===== config.mk =====
export PLATFORM = sky130hd
export DESIGN_NAME = seven_seg_scanner
export DESIGN_NICKNAME = d
export VERILOG_FILES = /design/src/rtl/seven_seg_scanner.sv
export SDC_FILE = /design/constraint.sdc
export NUM_CORES = 1
export LEC_CHECK = 0
export CELL_PAD_IN_SITES_DETAIL_PLACEMENT = 1
export CELL_PAD_IN_SITES_GLOBAL_PLACEMENT = 1
export CORE_MARGIN = 5
export CORE_UTILIZATION = 37
export CTS_CLUSTER_SIZE = 28
export DETAILED_ROUTE_END_ITERATION = 10
export GPL_TIMING_DRIVEN = 0
export PLACE_DENSITY_LB_ADDON = 0.1
export SLEW_MARGIN = 40
export SYNTH_ARGS = -nofsm -noshare
export SYNTH_HDL_FRONTEND = slang
export SYNTH_SLANG_ARGS = --single-unit
export TNS_END_PERCENT = 1

===== constraint.sdc =====
create_clock -name clk -period 2.8 [get_ports clk]
set_clock_uncertainty 0.15 [all_clocks]
set_input_delay 0.56 -clock clk [delete_from_list [all_inputs] [get_ports clk]]
set_output_delay 0.56 -clock clk [all_outputs]
set_load 0.01 [all_outputs]

===== src/rtl/seven_seg_scanner.sv =====
// Time-multiplexed scan controller for an up-to-8-digit seven-segment display with
// double-buffered data committed at frame wrap. Optional macro: SEVEN_SEG_LZ_BLANK_EN.
module seven_seg_scanner #(
   parameter int SCAN_DIV   = 100000,
   parameter int NUM_DIGITS = 8
) (
   input  logic        clk,
   input  logic        rst_n,
   input  logic        wr_en,
   input  logic [31:0] data_in,
   input  logic [7:0]  dp_in,
   input  logic [7:0]  en_mask,
   input  logic        disp_en,
   output logic [3:0]  q,
   output logic [7:0]  an_in,
   output logic        dp_sw,
   output logic [2:0]  digit_idx,
   output logic        frame_done,
   output logic        pending
);

   localparam int             PW       = (SCAN_DIV > 2) ? $clog2(SCAN_DIV) : 1;
   localparam logic [PW-1:0]  PCNT_MAX = PW'(SCAN_DIV - 1);
   localparam logic [2:0]     IDX_MAX  = 3'(NUM_DIGITS - 1);

   logic [PW-1:0] r_pcnt;
   logic [2:0]    r_idx;
   logic [31:0]   r_shadow_data;
   logic [7:0]    r_shadow_dp;
   logic [31:0]   r_active_data;
   logic [7:0]    r_active_dp;
   logic          r_pending;
   logic          r_frame_done;
   logic [3:0]    r_q;
   logic [7:0]    r_an;
   logic          r_dp;

   logic          w_tick;
   logic          w_wrap;
   logic          w_commit;
   logic [2:0]    w_idx_nxt;
   logic [31:0]   w_act_data_nxt;
   logic [7:0]    w_act_dp_nxt;
   logic          w_blank;
   logic [7:0]    w_an_nxt;

   always_comb begin
      w_tick         = (r_pcnt == PCNT_MAX);
      w_wrap         = w_tick && (r_idx == IDX_MAX);
      w_commit       = w_wrap && r_pending;
      w_idx_nxt      = r_idx;
      if (w_wrap)
         w_idx_nxt = 3'd0;
      else if (w_tick)
         w_idx_nxt = r_idx + 3'd1;
      // outputs are built from the post-commit value so new data shows on the wrap edge
      w_act_data_nxt = w_commit ? r_shadow_data : r_active_data;
      w_act_dp_nxt   = w_commit ? r_shadow_dp   : r_active_dp;
   end

`ifdef SEVEN_SEG_LZ_BLANK_EN
   logic [7:0] w_zero_from;
   logic       w_acc;

   always_comb begin
      w_acc       = 1'b1;
      w_zero_from = 8'h00;
      for (int i = 7; i >= 0; i--) begin
         if (i < NUM_DIGITS)
            w_acc = w_acc & (w_act_data_nxt[4*i +: 4] == 4'h0);
         w_zero_from[i] = w_acc;
      end
      w_blank = (w_idx_nxt != 3'd0) && w_zero_from[w_idx_nxt] && !w_act_dp_nxt[w_idx_nxt];
   end
`else
   assign w_blank = 1'b0;
`endif

   assign w_an_nxt = (disp_en && en_mask[w_idx_nxt] && !w_blank) ? (8'h01 << w_idx_nxt) : 8'h00;

   always_ff @(posedge clk) begin
      if (!rst_n) begin
         r_pcnt        <= '0;
         r_idx         <= 3'd0;
         r_shadow_data <= 32'h0;
         r_shadow_dp   <= 8'h00;
         r_active_data <= 32'h0;
         r_active_dp   <= 8'h00;
         r_pending     <= 1'b0;
         r_frame_done  <= 1'b0;
         r_q           <= 4'h0;
         r_an          <= 8'h00;
         r_dp          <= 1'b0;
      end else begin
         r_pcnt <= w_tick ? '0 : r_pcnt + PW'(1);
         r_idx  <= w_idx_nxt;
         if (w_commit) begin
            r_active_data <= r_shadow_data;
            r_active_dp   <= r_shadow_dp;
         end
         if (wr_en) begin
            r_shadow_data <= data_in;
            r_shadow_dp   <= dp_in;
         end
         r_pending    <= wr_en | (r_pending & ~w_commit);
         r_frame_done <= w_wrap;
         r_q          <= w_act_data_nxt[4*w_idx_nxt +: 4];
         r_an         <= w_an_nxt;
         r_dp         <= disp_en & w_act_dp_nxt[w_idx_nxt];
      end
   end

   assign q          = r_q;
   assign an_in      = r_an;
   assign dp_sw      = r_dp;
   assign digit_idx  = r_idx;
   assign frame_done = r_frame_done;
   assign pending    = r_pending;

endmodule


# ---- After elaboration in Yosys (flattened, before gate mapping)
# Cells that the tools add are included.
dict set report classes {
  muxes 8
  n_shift 2
  magnitude_cmp 1
  n_eq_ne 2
  bitwise 5
  n_reduce_logical 5
  n_addsub 2
}
# operator n
set ops {}
lappend ops {{$mux 32} 1}
lappend ops {{$shiftx 32x6->4} 1}
lappend ops {{$add 17x1->17 const B} 1}
lappend ops {{$eq 17x17->1 const B} 1}
lappend ops {{$mux 8} 1}
lappend ops {{$shl 1x3->8 const A} 1}
lappend ops {{$bmux 1 s3} 2}
lappend ops {{$mux 3} 2}
lappend ops {{$lt 3x4->1 const B} 1}
lappend ops {{$add 3x1->3 const B} 1}
lappend ops {{$eq 3x3->1 const B} 1}
lappend ops {{$logic_and 1x1->1} 3}
lappend ops {{$and 1x1->1} 2}
lappend ops {{$mux 1} 2}
lappend ops {{$not 1->1} 2}
lappend ops {{$reduce_and 2->1} 1}
lappend ops {{$reduce_or 2->1} 1}
lappend ops {{$or 1x1->1} 1}
dict set report totals {
  out_inout_bits 18
  inputBits 52
  reg_bits 115
}

# ---- Longest topological paths before layout
# Gate-level depths: netlist of run 1.
dict set report depth {
  ltp_word 7
  ltp_mapped 9
  ltp_nobuf 7
}

# ---- Least setup slack after synthesis of run 1
# Ideal clock, no wire load.
dict set report synth_timing {
  path_type {flip-flop to flip-flop}
  from {reg r_pcnt[5]}
  to {reg r_q[1] (netlist: q[1])}
  path_slack_ns -0.179
  synth_period_minus_slack_ns 2.979
  n_path_buf 1
  arrival_time_ns 2.702
  stages_incl_launch_ff 8
  path_cell_list {dfxtp_1 -> or4b_1 -> nor4_4 -> mux2i_2 -> buf_6 -> mux2i_1 -> o22ai_1 -> or3_1}
}
dict set report synth_via {
  elab_chain_len 5
}
# item line
set synth_lines {}
lappend synth_lines {{from (decl)} 26} ;# logic [PW-1:0] r_pcnt;
lappend synth_lines {{from (signal assigned)} 95} ;# r_pcnt <= w_tick ? '0 : r_pcnt + PW'(1);
lappend synth_lines {{$eq 17x17->1 *} 48} ;# w_tick = (r_pcnt == PCNT_MAX);
lappend synth_lines {{$logic_and 1x1->1} 49} ;# w_wrap = w_tick && (r_idx == IDX_MAX);
lappend synth_lines {{$logic_and 1x1->1} 50} ;# w_commit = w_wrap && r_pending;
lappend synth_lines {{$mux 32} --}
lappend synth_lines {{$shiftx 32x6->4 *} 107} ;# r_q <= w_act_data_nxt[4*w_idx_nxt +: 4];
lappend synth_lines {{to (signal assigned)} 107}
lappend synth_lines {{to (decl)} 34} ;# logic [3:0] r_q;
# Every way passes the cells marked *; elsewhere a longest branch is shown, timed or not.
# A chain may end at the register's enable or synchronous reset.

# ---- Final worst setup path of run 1
dict set report layout_timing {
  from {reg r_pcnt[9]}
  to {reg r_q[1] (netlist: q[1])}
}
# The elaborated chain is that of the path after synthesis.

==> metrics.md, run 1 <==
| Metric | Value |
|---|---|
| Number of global-route vias before repair | `4264` |
| Vias per inst | `4.98` |
| WL final | `13100 um` |
| Final setup margin | `-0.112 ns` |
| Count of inserted antenna diode cells | `0` |
| Die area | `0.0155 sq mm` |
| Headroom to the max-slew limit | `48.8%` |
| Number of hold violations in the final report | `0` |
| Root cell of the clock tree | `clkbuf_16` |
| Failing checks | `negative setup slack` |
| Mean instance size in the synthesized netlist | `9.42 sq um` |
| Cell with the most instances after synthesis | `dfxtp_1` |
| Final period util | `104%` |
| Top cell type by total area after synthesis | `dfxtp_1` |
| Height of the chip | `124 um` |
| Count of unresolved DRC violations after routing | `0` |
| Maximum level of the CTS H-tree | `4` |
| Post-placement setup slack | `-0.661 ns` |
| Worst Setup End Kind | `flip-flop` |
| Tmin final | `2.91 ns` |
| Wire length of the first global-routing pass | `21600 um` |
| Die width | `124 um` |
| Worst setup path category | `flip-flop to flip-flop` |
| Number of buffer cells added on primary ports | `68` |
| Post-layout nets | `665` |
| CTS tree | `yes` |
| P&R area growth vs syn | `33.4%` |
| Data required time of the worst path | `2.92 ns` |
| Placeable core region | `0.0127 sq mm` |
| Starting utilization of the core area | `38.0%` |
| Total of warnings raised by yosys | `0` |
| Most used flip-flop cell after synthesis | `dfxtp_1` |
| Number of nets produced by synthesis | `568` |
| FF-to-FF setup slack | `-0.11 ns` |
| Worst IR drop on VDD | `0.406 mV` |
| Fraction of post-synthesis cell area in the top cell type by area | `47.6%` |
| Via count | `3955` |
| Max Clock Freq | `343 MHz` |
| RSZ-0062 raised after global routing | `yes` |
| Number of distinct library cells after synthesis | `48` |
| Clock transition at path regs | `0.05 ns` |
| Number of antenna violations at the first check in global routing | `0` |
| Detailed placer's ending HPWL | `9300 um` |
| Post-DR wirelength/cell | `16.5 um` |
| Maximum number of pins on one net before global-route repair | `17` |
| Main area contributors after synthesis | `dfxtp_1, mux2i_1, nand2_1, a21boi_0, nor2b_1` |
| Commonest cells in the netlist | `dfxtp_1, nand2_1, mux2i_1` |
| Outcome | `finished with violations` |
| Sequential cell area fraction in the yosys report | `47.6%` |
| Insertion delay of the later-clocked pin in the worst-skew pair | `0.41 ns` |
| First DRT Iteration DRCs | `129` |
| Post-synthesis register bit count | `115` |
| Leftover overflow at the end of global routing | `0` |
| Fraction of final layout cells sized beyond drive strength 1 | `10.6%` |
| Buffer depth of the longest clock path | `2` |
| Overall routing resource usage | `17.3%` |
| Category of the worst setup path launch point | `flip-flop` |
| PwrDens | `613 mW/mm^2` |
| Number of enable flip-flop cells after synthesis | `0` |
| Critical path peak fanout | `6` |
| Hold_ws | `0.314 ns` |
| Arrival time at the worst endpoint | `3.03 ns` |
| Ports | `70` |
| TritonCTS Buffers | `17` |
| Number of pins exceeding their max-slew limit in the final report | `0` |
| Async set-or-reset flop fraction in the synthesized netlist | `0%` |
| Cells after Synth | `513` |
| Clock Sink Count | `115` |
| Measured slew at the worst slew-check pin | `0.768 ns` |
| Worst min-delay path category | `flip-flop to flip-flop` |
| Antenna-violating nets left | `0` |
| LEAKAGE | `2.55 nW` |
| Weighted congestion at the end of routability-driven global placement | `0.790` |
| Total iterations of the first detailed-routing run | `4` |
| Synth Cell Area | `0.00483 sq mm` |
| Maximum Capacitance Violations | `0` |
| FP Rows | `41` |
| Total of endpoints with negative setup slack in the final report | `5` |
[where the power goes]
part	switching [W]	internal, W
logic	0.0000818	0.000126
registers	0.0000278	0.00168
clock network	0.000703	0.00133
[critical path: stages (launching register included)]
cell and delay (ns):
dfxtp_2 0.38, or4bb_1 0.55, nor4_4 0.24, buf_6 0.17, mux2i_4 0.35, buf_6 0.21, mux2i_2 0.25, o22ai_1 0.09
or3_1 0.39
[what timing repair did]
| action | CTS | global route |
|---|---|---|
| resized for setup | 8 | 18 |
| endpoints found under the setup margin | 64 | 62 |
| buffers inserted | 4 | 5 |
| gates cloned | 0 | 1 |
| pin swaps | 1 | 2 |
| hold buffers | 0 | 0 |
[kinds of logic (layout without fill, tap and decap cells)]
kind of cell             Yosys count  count (layout)  share of synthesized area [%]
buffers and inverters             34             143                           2.82
AO/OA/AOI/OAI                     69              69                           10.1
flip-flops                       115             115                           47.6
adder cells (fa/ha/maj)            3               3                          0.776
XOR/XNOR                          14              14                           2.54
AND/OR/NAND/NOR                  213             213                           22.5
multiplexers                      65              65                           13.6
[layout by cell type, fill, tap and decap left out, drive strengths merged, types with 8 or more instances in the layout]
| master | count |
|---|---|
| clkdlybuf4s50 | 68 |
| buf | 15 |
| xor2 | 9 |
| a21boi | 40 |
| and3 | 8 |
| nor2b | 48 |
| a21oi | 8 |
| dfxtp | 115 |
| nand2 | 88 |
| nor2 | 25 |
| mux2i | 61 |
| clkbuf | 56 |
| nand3 | 11 |
[flip-flops by register name, summed over array words and instances (netlist names)]
| register | flops |
|---|---|
| digit_idx | 3 |
| q | 4 |
| r_active_data | 32 |
| r_pcnt | 17 |
| frame_done | 1 |
| r_active_dp | 8 |
| an_in | 8 |
| pending | 1 |
| r_shadow_dp | 8 |
| dp_sw | 1 |
| r_shadow_data | 32 |
[per-stage QoR]
| step | cells | cell area, sq um | power [W] | setup TNS, ns | utilization [%] |
|---|---|---|---|---|---|
| detailed placement | 753 | 5740 | 0.00195 | -18.26 | 45.1 |
| floorplan | 513 | 4840 | 0.00183 | -0.101 | - |
| finish | 794 | 6450 | 0.00395 | -0.306 | 50.7 |
| global placement | 753 | 5740 | 0.00194 | -15.54 | 45.1 |
| CTS | 788 | 6360 | 0.00400 | -0.584 | 50.0 |
| global route | 794 | 6450 | 0.00411 | -3.47 | 50.7 |
[final cells by class]
class	instances	area, sq um
Inverter	1	3.75
Timing Repair Buffer	78	781
Buffer	33	154
Clock buffer	28	557
Multi-Input combinational cell	364	2420
Tap cell	172	215
Fill cell	1483	6270
Clock inverter	3	15.0
Sequential cell	115	2300
[routing by layer]
layer  wire length (um)  share of wire, %  GRT usage, %  up-vias
li1                   -                 -             -     1946
met1               6100                46          21.5     1917
met2               6330                48          28.6       77
met3                510               3.9          5.02       15
met4                192               1.5          6.25        0
met5                  0                 0             0        -
[path summary, 6_finish.rpt]
path | startpoint | endpoint | cells past startpoint
worst max-delay path | r_pcnt[9] | q[1] | 8
worst min-delay path | r_active_dp[7] | r_active_dp[7] | 2
worst min register to register | r_active_dp[7] | r_active_dp[7] | 2
worst max register to register | r_pcnt[9] | q[1] | 8
No activity file was read; power rests on OpenSTA's default activity.
==> run 2: changes to the inputs <==
- GPL_TIMING_DRIVEN: 0 -> default
==> metrics.md, run 2 (synthesis results as in run 1) <==
| Metric | Value |
|---|---|
| Leading cell types in the layout, fill and taps excluded | `dfxtp_1, nand2_1, clkdlybuf4s50_1` |
| CTS tree | `yes` |
| Clock Sink Count | `115` |
| Detailed placer's ending HPWL | `8250 um` |
| CP max stage delay | `0.55 ns` |
| Arrival time at the worst endpoint | `2.90 ns` |
| Number of hold buffers added after CTS | `0` |
| Most common cell after layout, fill and taps aside | `dfxtp_1` |
| Leftover overflow at the end of global routing | `0` |
| Ports | `70` |
| Registers with the highest flip-flop counts | `r_active_data: 32 flops, r_shadow_data: 32 flops, r_pcnt: 17 flops` |
| Hold wc startpoint | `r_active_dp[4]` |
| Worst setup path category | `flip-flop to flip-flop` |
| Worst Setup End Kind | `flip-flop` |
| Placed Cells incl. Taps | `745` |
| Headroom to the max-slew limit | `63.6%` |
| Antenna-violating nets left | `0` |
| Wire length of the first global-routing pass | `19700 um` |
| Die area | `0.0155 sq mm` |
| Root cell of the clock tree | `clkbuf_16` |
| Number of pins exceeding their max-slew limit in the final report | `0` |
| Number of hold violations in the final report | `0` |
| First DRT Iteration DRCs | `153` |
| Cell class contributing the biggest share of worst-path delay | `simple AND/OR/NAND/NOR gates` |
| Worst min-delay path category | `flip-flop to flip-flop` |
| Height of the chip | `124 um` |
| Sum of negative setup slack | `0 ns` |
| Starting utilization of the core area | `38.0%` |
| Final period util | `98.5%` |
| TritonCTS Buffers | `17` |
| Count of unresolved DRC violations after routing | `0` |
| Combined buffer and inverter count along the critical path | `2` |
| Total of endpoints with negative setup slack in the final report | `0` |
| Number of global-route vias before repair | `3942` |
| Placeable core region | `0.0127 sq mm` |
| WL final | `12000 um` |
| Number of buffer cells added on primary ports | `69` |
| Core occupancy in the finished layout | `50.8%` |
| Maximum level of the CTS H-tree | `4` |
| Overall routing resource usage | `15.8%` |
| Number of antenna violations at the first check in global routing | `0` |
| Total iterations of the first detailed-routing run | `4` |
| LEAKAGE | `2.58 nW` |
| Via count | `3771` |
| RSZ-0062 raised after global routing | `yes` |
| Post-DR wirelength/cell | `15.3 um` |
| Max Clock Freq | `362 MHz` |
| Die width | `124 um` |
| PwrDens | `623 mW/mm^2` |
| FP Rows | `41` |
| Clock transition at path regs | `0.05 ns` |
| Layout filler cell count | `1489` |
| RR Startpoint | `r_pcnt[6]` |
| Tmin final | `2.76 ns` |
| Buffer depth of the longest clock path | `2` |
| Data required time of the worst path | `2.94 ns` |
| Vias per inst | `4.84` |
| Final Power | `0.00403 W` |
| Measured slew at the worst slew-check pin | `0.546 ns` |
| Outcome | `finished, final reports clean` |
| Critical path cell sequence | `or4bb_4 > nor4_4 > buf_4 > mux2i_4 > buf_12 > mux2i_2 > o22ai_1 > or3_1` |
| Launching element of the worst setup path | `r_pcnt[6]` |
| Insertion delay of the later-clocked pin in the worst-skew pair | `0.41 ns` |
| Fraction of final layout cells sized beyond drive strength 1 | `12.0%` |
| Maximum Capacitance Violations | `0` |
| Final cell count without fillers | `779` |
| Worst IR drop on VDD | `0.343 mV` |
| Critical path peak fanout | `13` |
| Category of the worst setup path launch point | `flip-flop` |
| Weighted congestion at the end of routability-driven global placement | `0.849` |
| Post-layout nets | `649` |
| Maximum number of pins on one net before global-route repair | `47` |
| Count of inserted antenna diode cells | `0` |
| P&R area growth vs syn | `33.7%` |
| Slowest cell on the critical path | `or4bb_4` |
run 2: changes by cell type in the layout (fill, tap and decap cells not counted), sizes merged:
cell           before  now
clkinvlp            0    3
clkinv              3    4
bufinv              0    2
clkbuf             56   23
clkdlybuf4s50      68   67
buf                15   28
run 2: path summary, 6_finish.rpt:
check / endpoint / cells past startpoint / slack [ns]
setup / recovery: q[1] / 8 / 0.04
hold reg to reg: r_active_dp[4] / 2 / 0.31
setup reg to reg: q[1] / 8 / 0.04
hold / removal: r_active_dp[4] / 2 / 0.31
run 2: timing repair:
action	in CTS	in global routing
hold endpoints to repair	0	0
gates resized for setup	3	6
endpoints found under the setup margin	2	8
pin swaps	1	1
setup buffers	1	1
run 2: per-stage QoR:
stage | cell area [sq um] | hold WS [ns] | worst slack, ns
2_1_floorplan | 4840 | 0.276 | -0.0341
3_3_place_gp | 5830 | 0.288 | 0.109
3_5_place_dp | 5830 | 0.305 | 0.0130
4_1_cts | 6430 | 0.318 | -0.0130
5_1_grt | 6460 | 0.332 | -0.0635
6_report | 6460 | 0.311 | 0.0409
run 2: cell type report:
cell class	instances	area (sq um)	area share [%]
flip-flops and latches	115	2300	35.6
clock buffers	23	488	7.55
repair buffers	95	921	14.2
clock inverters	9	103	1.59
multi-input cells	364	2430	37.6
well taps	172	215	3.33
inverters	1	3.75	0.0581
run 2: power by group:
| group | total [W] | switching (W) | internal, W |
|---|---|---|---|
| Sequential | 0.00171 | 0.0000269 | 0.00168 |
| Combinational | 0.000197 | 0.0000734 | 0.000124 |
| Clock | 0.00213 | 0.000734 | 0.00139 |
run 2: worst register-to-register path: cells and delay by family (launching register included):
kind / cells / cell delay [ns]
compound gates: 1 / 0.08
buf+inv: 2 / 0.38
flops: 1 / 0.32
mux: 2 / 0.55
simple gates: 3 / 1.16
run 2: metal layers:
layer	vias up	GRT usage, %	wire length, um
met5	-	0	0
met4	0	6.00	182
met3	20	5.19	433
met2	66	26.0	5650
met1	1768	19.3	5690
li1	1917	-	-
==> RTL edit 1: new RTL, flow settings as in run 2 <==
Set the parameter `SCAN_DIV` to 200000 (it was 100000).
--- a/src/rtl/seven_seg_scanner.sv
+++ b/src/rtl/seven_seg_scanner.sv
@@ -3,3 +3,3 @@
 module seven_seg_scanner #(
-   parameter int SCAN_DIV   = 100000,
+   parameter int SCAN_DIV   = 200000,
    parameter int NUM_DIGITS = 8
Check against the original RTL: no difference found for any inputs over 10 cycles, from zero or initial values and one cycle with rst_n low; that may be too few to reach the edited logic, so the function may still have changed.
==> RTL edit 1 against run 2 <==
  * Non-clock buffer count shrank 12
  * Sequential cell count grew 1
  * Area after synthesis grew 3.9%
  * Final area grew 0.87%
  * Wire length grew 7.9%
  * Worst setup slack gained 140 ps
  * Highest routed layer unchanged
  * Total power grew 5.7%
  * Core utilization shrank 1.8 points
  * Via count grew 5.3%
  * Critical endpoint is now q[2]$_SDFF_PN0_
  * Final cell count shrank 0.13%
==> RTL edit 1: results (changes against run 2) <==
Synth
  • Synth Area in Compound Gates: 10.9% (was 10.1%)
  • XOR/XNOR Fraction of Synth Area: 2.79% (was 2.54%)
  • Synth top area cells: dfxtp_1 (46%), mux2i_1 (12%), nor2b_1 (6.4%) (was dfxtp_1 (48%), mux2i_1 (12%), nand2_1 (6.8%))
  • Adder-Cell Fraction of Synth Area: 0.748% (was 0.776%)
  • Post-synthesis mux area share: 14.5% (was 13.6%)
  • Yosys warns: 0 (unchanged)
  • Most frequent cells after synthesis: dfxtp_1 (116), nand2_1 (66), mux2i_1 (59) (was dfxtp_1 (115), nand2_1 (88), mux2i_1 (60))
  • Sequential share of the synthesized area: 46.2% (was 47.6%)
  • Syn_nets: 575 (was 568)
  • Unique masters post-synth: 46 (was 48)

Layout
  • Filler cells: 1486 (was 1489)
  • Final net count: 644 (was 649)
  • Largest regs: r_active_data (32), r_shadow_data (32), r_pcnt (18) (was r_active_data (32), r_shadow_data (32), r_pcnt (17))
  • Share of cells above drive strength 1: 11.3% (was 12.0%)

Power and ir drop
  • Worst vdd ir: 0.353 mV (was 0.343 mV)
  • Lkg Pwr: 2.53 nW (was 2.58 nW)

GRT
  • GR Util met1: 22.6% (was 19.3%)
  • Vias in the first global route: 4213 (was 3942)
  • GR Layer Usage met2: 27.1% (was 26.0%)
  • Total GRT Usage: 17.1% (was 15.8%)
  • M3 GR Usage: 4.04% (was 5.19%)
  • Largest net degree at the start of global routing: 42 (was 47)
  • First-pass GRT wire length: 21800 um (was 19700 um)

Critical path
  • Critical Path Max Stage Delay: 430 ps (was 550 ps)
  • Slowest CP cell: or3_1 (was or4bb_4)
  • Crit-path max FO: 19 (was 13)
  • Worst EP arrival: 2780 ps (was 2900 ps)

Route
  • Iter 0 DRT Violations: 172 (was 153)
  • Via Count: 3971 (was 3771)
  • Routed WL: 12900 um (was 12000 um)

Worst hold path
  • Hold Crit Class: register to register (unchanged)

STA
  • Relative slew slack: 68.7% (was 63.6%)

Placement
  • Detailed placer's ending HPWL: 9230 um (was 8250 um)
  • Port bufs: 69 (unchanged)
  • Routability congestion estimate from global placement: 0.836 (was 0.849)

Clock network
  • Post-CTS setup buffers: 0 (was 1)
  • Clk slew on worst S/H paths: 50 ps (about the same)
  • Htree depth: 4 (unchanged)

Status
  • Status: finished, final reports clean (unchanged)
[RTL edit 1: final cells by class]
class | count | area (um^2) | area share (%)
Clock inverter | 9 | 148 | 2.26
Tap cell | 176 | 220 | 3.38
Multi-Input combinational cell | 369 | 2540 | 38.9
Sequential cell | 116 | 2320 | 35.6
Timing Repair Buffer | 83 | 786 | 12.0
Clock buffer | 23 | 498 | 7.64
Inverter | 2 | 7.51 | 0.115
[RTL edit 1: per-layer routing]
metal  vias to the layer above  wire length, um
met3                        20              617
met5                         -                0
met2                        87             5900
li1                       1952                -
met4                         0              260
met1                      1912             6120
[RTL edit 1: final timing paths]
path	slack (ps)	cells past startpoint	end	from
max	180	8	q[2]$_SDFF_PN0_	digit_idx[1]$_SDFF_PN0_
min	310	2	r_active_dp[2]$_SDFF_PN0_	r_active_dp[2]$_SDFF_PN0_
max reg2reg	180	8	q[2]$_SDFF_PN0_	digit_idx[1]$_SDFF_PN0_
min reg2reg	310	2	r_active_dp[2]$_SDFF_PN0_	r_active_dp[2]$_SDFF_PN0_
[RTL edit 1: metrics by stage]
step	hold WS, ps	total power [W]	setup slack (ps)	cell area (um^2)	cells
6_report	313	0.00426	180	6520	778
5_1_grt	320	0.00440	18.5	6520	778
4_1_cts	318	0.00430	174	6520	778
3_5_place_dp	305	0.00195	192	5870	746
3_3_place_gp	299	0.00194	249	5870	746
2_1_floorplan	286	0.00184	456	5020	520
[RTL edit 1: report_power, final]
| part | leakage, nW | switching, W | internal, W |
|---|---|---|---|
| clock | 0.319 | 0.000747 | 0.00160 |
| sequential | 0.943 | 0.0000273 | 0.00169 |
| combinational | 1.27 | 0.0000723 | 0.000122 |
[RTL edit 1: timing repair]
action | in CTS | in global routing
hold buffers | 0 | 0
endpoints found under the setup margin | 0 | 5
gates resized for setup | 0 | 1
==> RTL edit 2: new RTL, config.mk and constraints of run 2 <==
Without the edit above. Make the reset (`rst_n`) asynchronous in one clocked block.
--- a/src/rtl/seven_seg_scanner.sv
+++ b/src/rtl/seven_seg_scanner.sv
@@ -80,3 +80,3 @@
 
-   always_ff @(posedge clk) begin
+   always_ff @(posedge clk or negedge rst_n) begin
       if (!rst_n) begin
Check against the original RTL: differs if rst_n is asserted again (counterexample within 4 cycles, from zero or initial values and one cycle with rst_n low); with rst_n held inactive, the same outputs for 10 cycles.
==> RTL edit 2 against run 2 <==
  * Final area up 0.64%
  * Clock power shrank 4%
  * Area after synthesis grew 2.5%
  * Worst setup slack improved by 140 ps
  * Critical path depth did not move
  * Sequential cell count is the same
  * Highest routed layer unchanged
  * Wire length up 4.7%
  * Worst hold slack lost 300 ps
  * Synthesized cell count fell by 13%
  * Total power fell by 0.98%
  * Critical endpoint is now q[3]$_DFF_PN0_
==> RTL edit 2: results (changes against run 2) <==
Power and ir drop
  • Worst vdd ir: 0.417 mV (was 0.343 mV)
  • Lkg Pwr: 3.13 nW (was 2.58 nW)

Synth
  • Synth top area cells: dfrtp_1 (58%), mux2_2 (10%), nand2_1 (8.9%) (was dfxtp_1 (48%), mux2i_1 (12%), nand2_1 (6.8%))
  • Async S/R FF share, synth: 100% (was 0%)
  • Syn_nets: 503 (was 568)
  • Most frequent cells after synthesis: nand2_1 (118), dfrtp_1 (115), mux2_2 (45) (was dfxtp_1 (115), nand2_1 (88), mux2i_1 (60))

GRT
  • First-pass GRT wire length: 21300 um (was 19700 um)
  • Vias in the first global route: 4032 (was 3942)
  • GR Layer Usage met2: 27.0% (was 26.0%)

Placement
  • Detailed placer's ending HPWL: 8650 um (was 8250 um)
  • Placed Cells: 690 (was 745)
  • Pre-CTS setup slack: 214 ps (was 13.0 ps)

Route
  • Iter 0 DRT Violations: 230 (was 153)
  • Routed wl met2: 5970 um (was 5650 um)
  • Via Count: 3667 (was 3771)
  • Met3 WL: 476 um (was 433 um)
  • WL met1: 5900 um (was 5690 um)

Layout
  • Filler cells: 1406 (was 1489)
  • Share of cells above drive strength 1: 18.9% (was 12.0%)

STA
  • Slew at the pin with the worst max-slew slack: 635 ps (was 546 ps)

Clock network
  • Post-CTS setup buffers: 0 (was 1)
  • CTS resizes: 0 (was 3)

Critical path
  • Crit-path max FO: 14 (was 13)

Status
  • Status: finished, final reports clean (unchanged)

Worst hold path
  • Hold Crit Class: input pin to asynchronous set/reset pin (was register to register)
-- RTL edit 2: cell type report --
class | instances | area [um^2] | share of cell area (%)
tap | 176 | 220 | 3.38
timing repair buffer | 88 | 851 | 13.1
sequential | 115 | 2880 | 44.2
inverter | 6 | 22.5 | 0.346
clock inverter | 4 | 47.5 | 0.731
clock buffer | 26 | 509 | 7.83
multi-input combinational | 305 | 1980 | 30.4
-- RTL edit 2: critical path: stages (launching register included) --
cell and delay, ps:
dfrtp_1 390, ha_1 220, and4_1 390, nand4_4 210, mux2i_4 210, buf_4 230, mux2_2 350, o221ai_1 220
a31oi_1 120
-- RTL edit 2: cell families after synthesis --
family                     synth area share (%)
DFF                                        58.1
adders and majority gates                 0.758
xor gates and xnor gates                   2.47
buffers and inverters                      2.25
and+or+nand+nor                            15.7
AOI/OAI and AO/OA                          9.17
muxes                                      11.6
-- RTL edit 2: path summary, 6_finish.rpt --
kind                                                end                       start  slack (ps)
setup / recovery                         q[3]$_DFF_PN0_         r_pcnt[0]$_DFF_PN0_         180
hold / removal                     r_pcnt[14]$_DFF_PN0_                       rst_n          10
setup reg to reg                         q[3]$_DFF_PN0_         r_pcnt[0]$_DFF_PN0_         180
hold reg to reg              r_active_data[4]$_DFF_PN0_  r_active_data[4]$_DFF_PN0_         320
max in group asynchronous  r_shadow_data[2]$_DFFE_PN0P_                       rst_n        1830
min in group clk             r_active_data[4]$_DFF_PN0_  r_active_data[4]$_DFF_PN0_         320
-- RTL edit 2: where the power goes --
| part | switching, W | leakage, nW | internal (W) |
|---|---|---|---|
| Sequential | 0.0000416 | 1.50 | 0.00172 |
| Clock | 0.000714 | 0.272 | 0.00132 |
| Combinational | 0.0000687 | 1.36 | 0.000121 |
| Total | 0.000824 | 3.13 | 0.00317 |
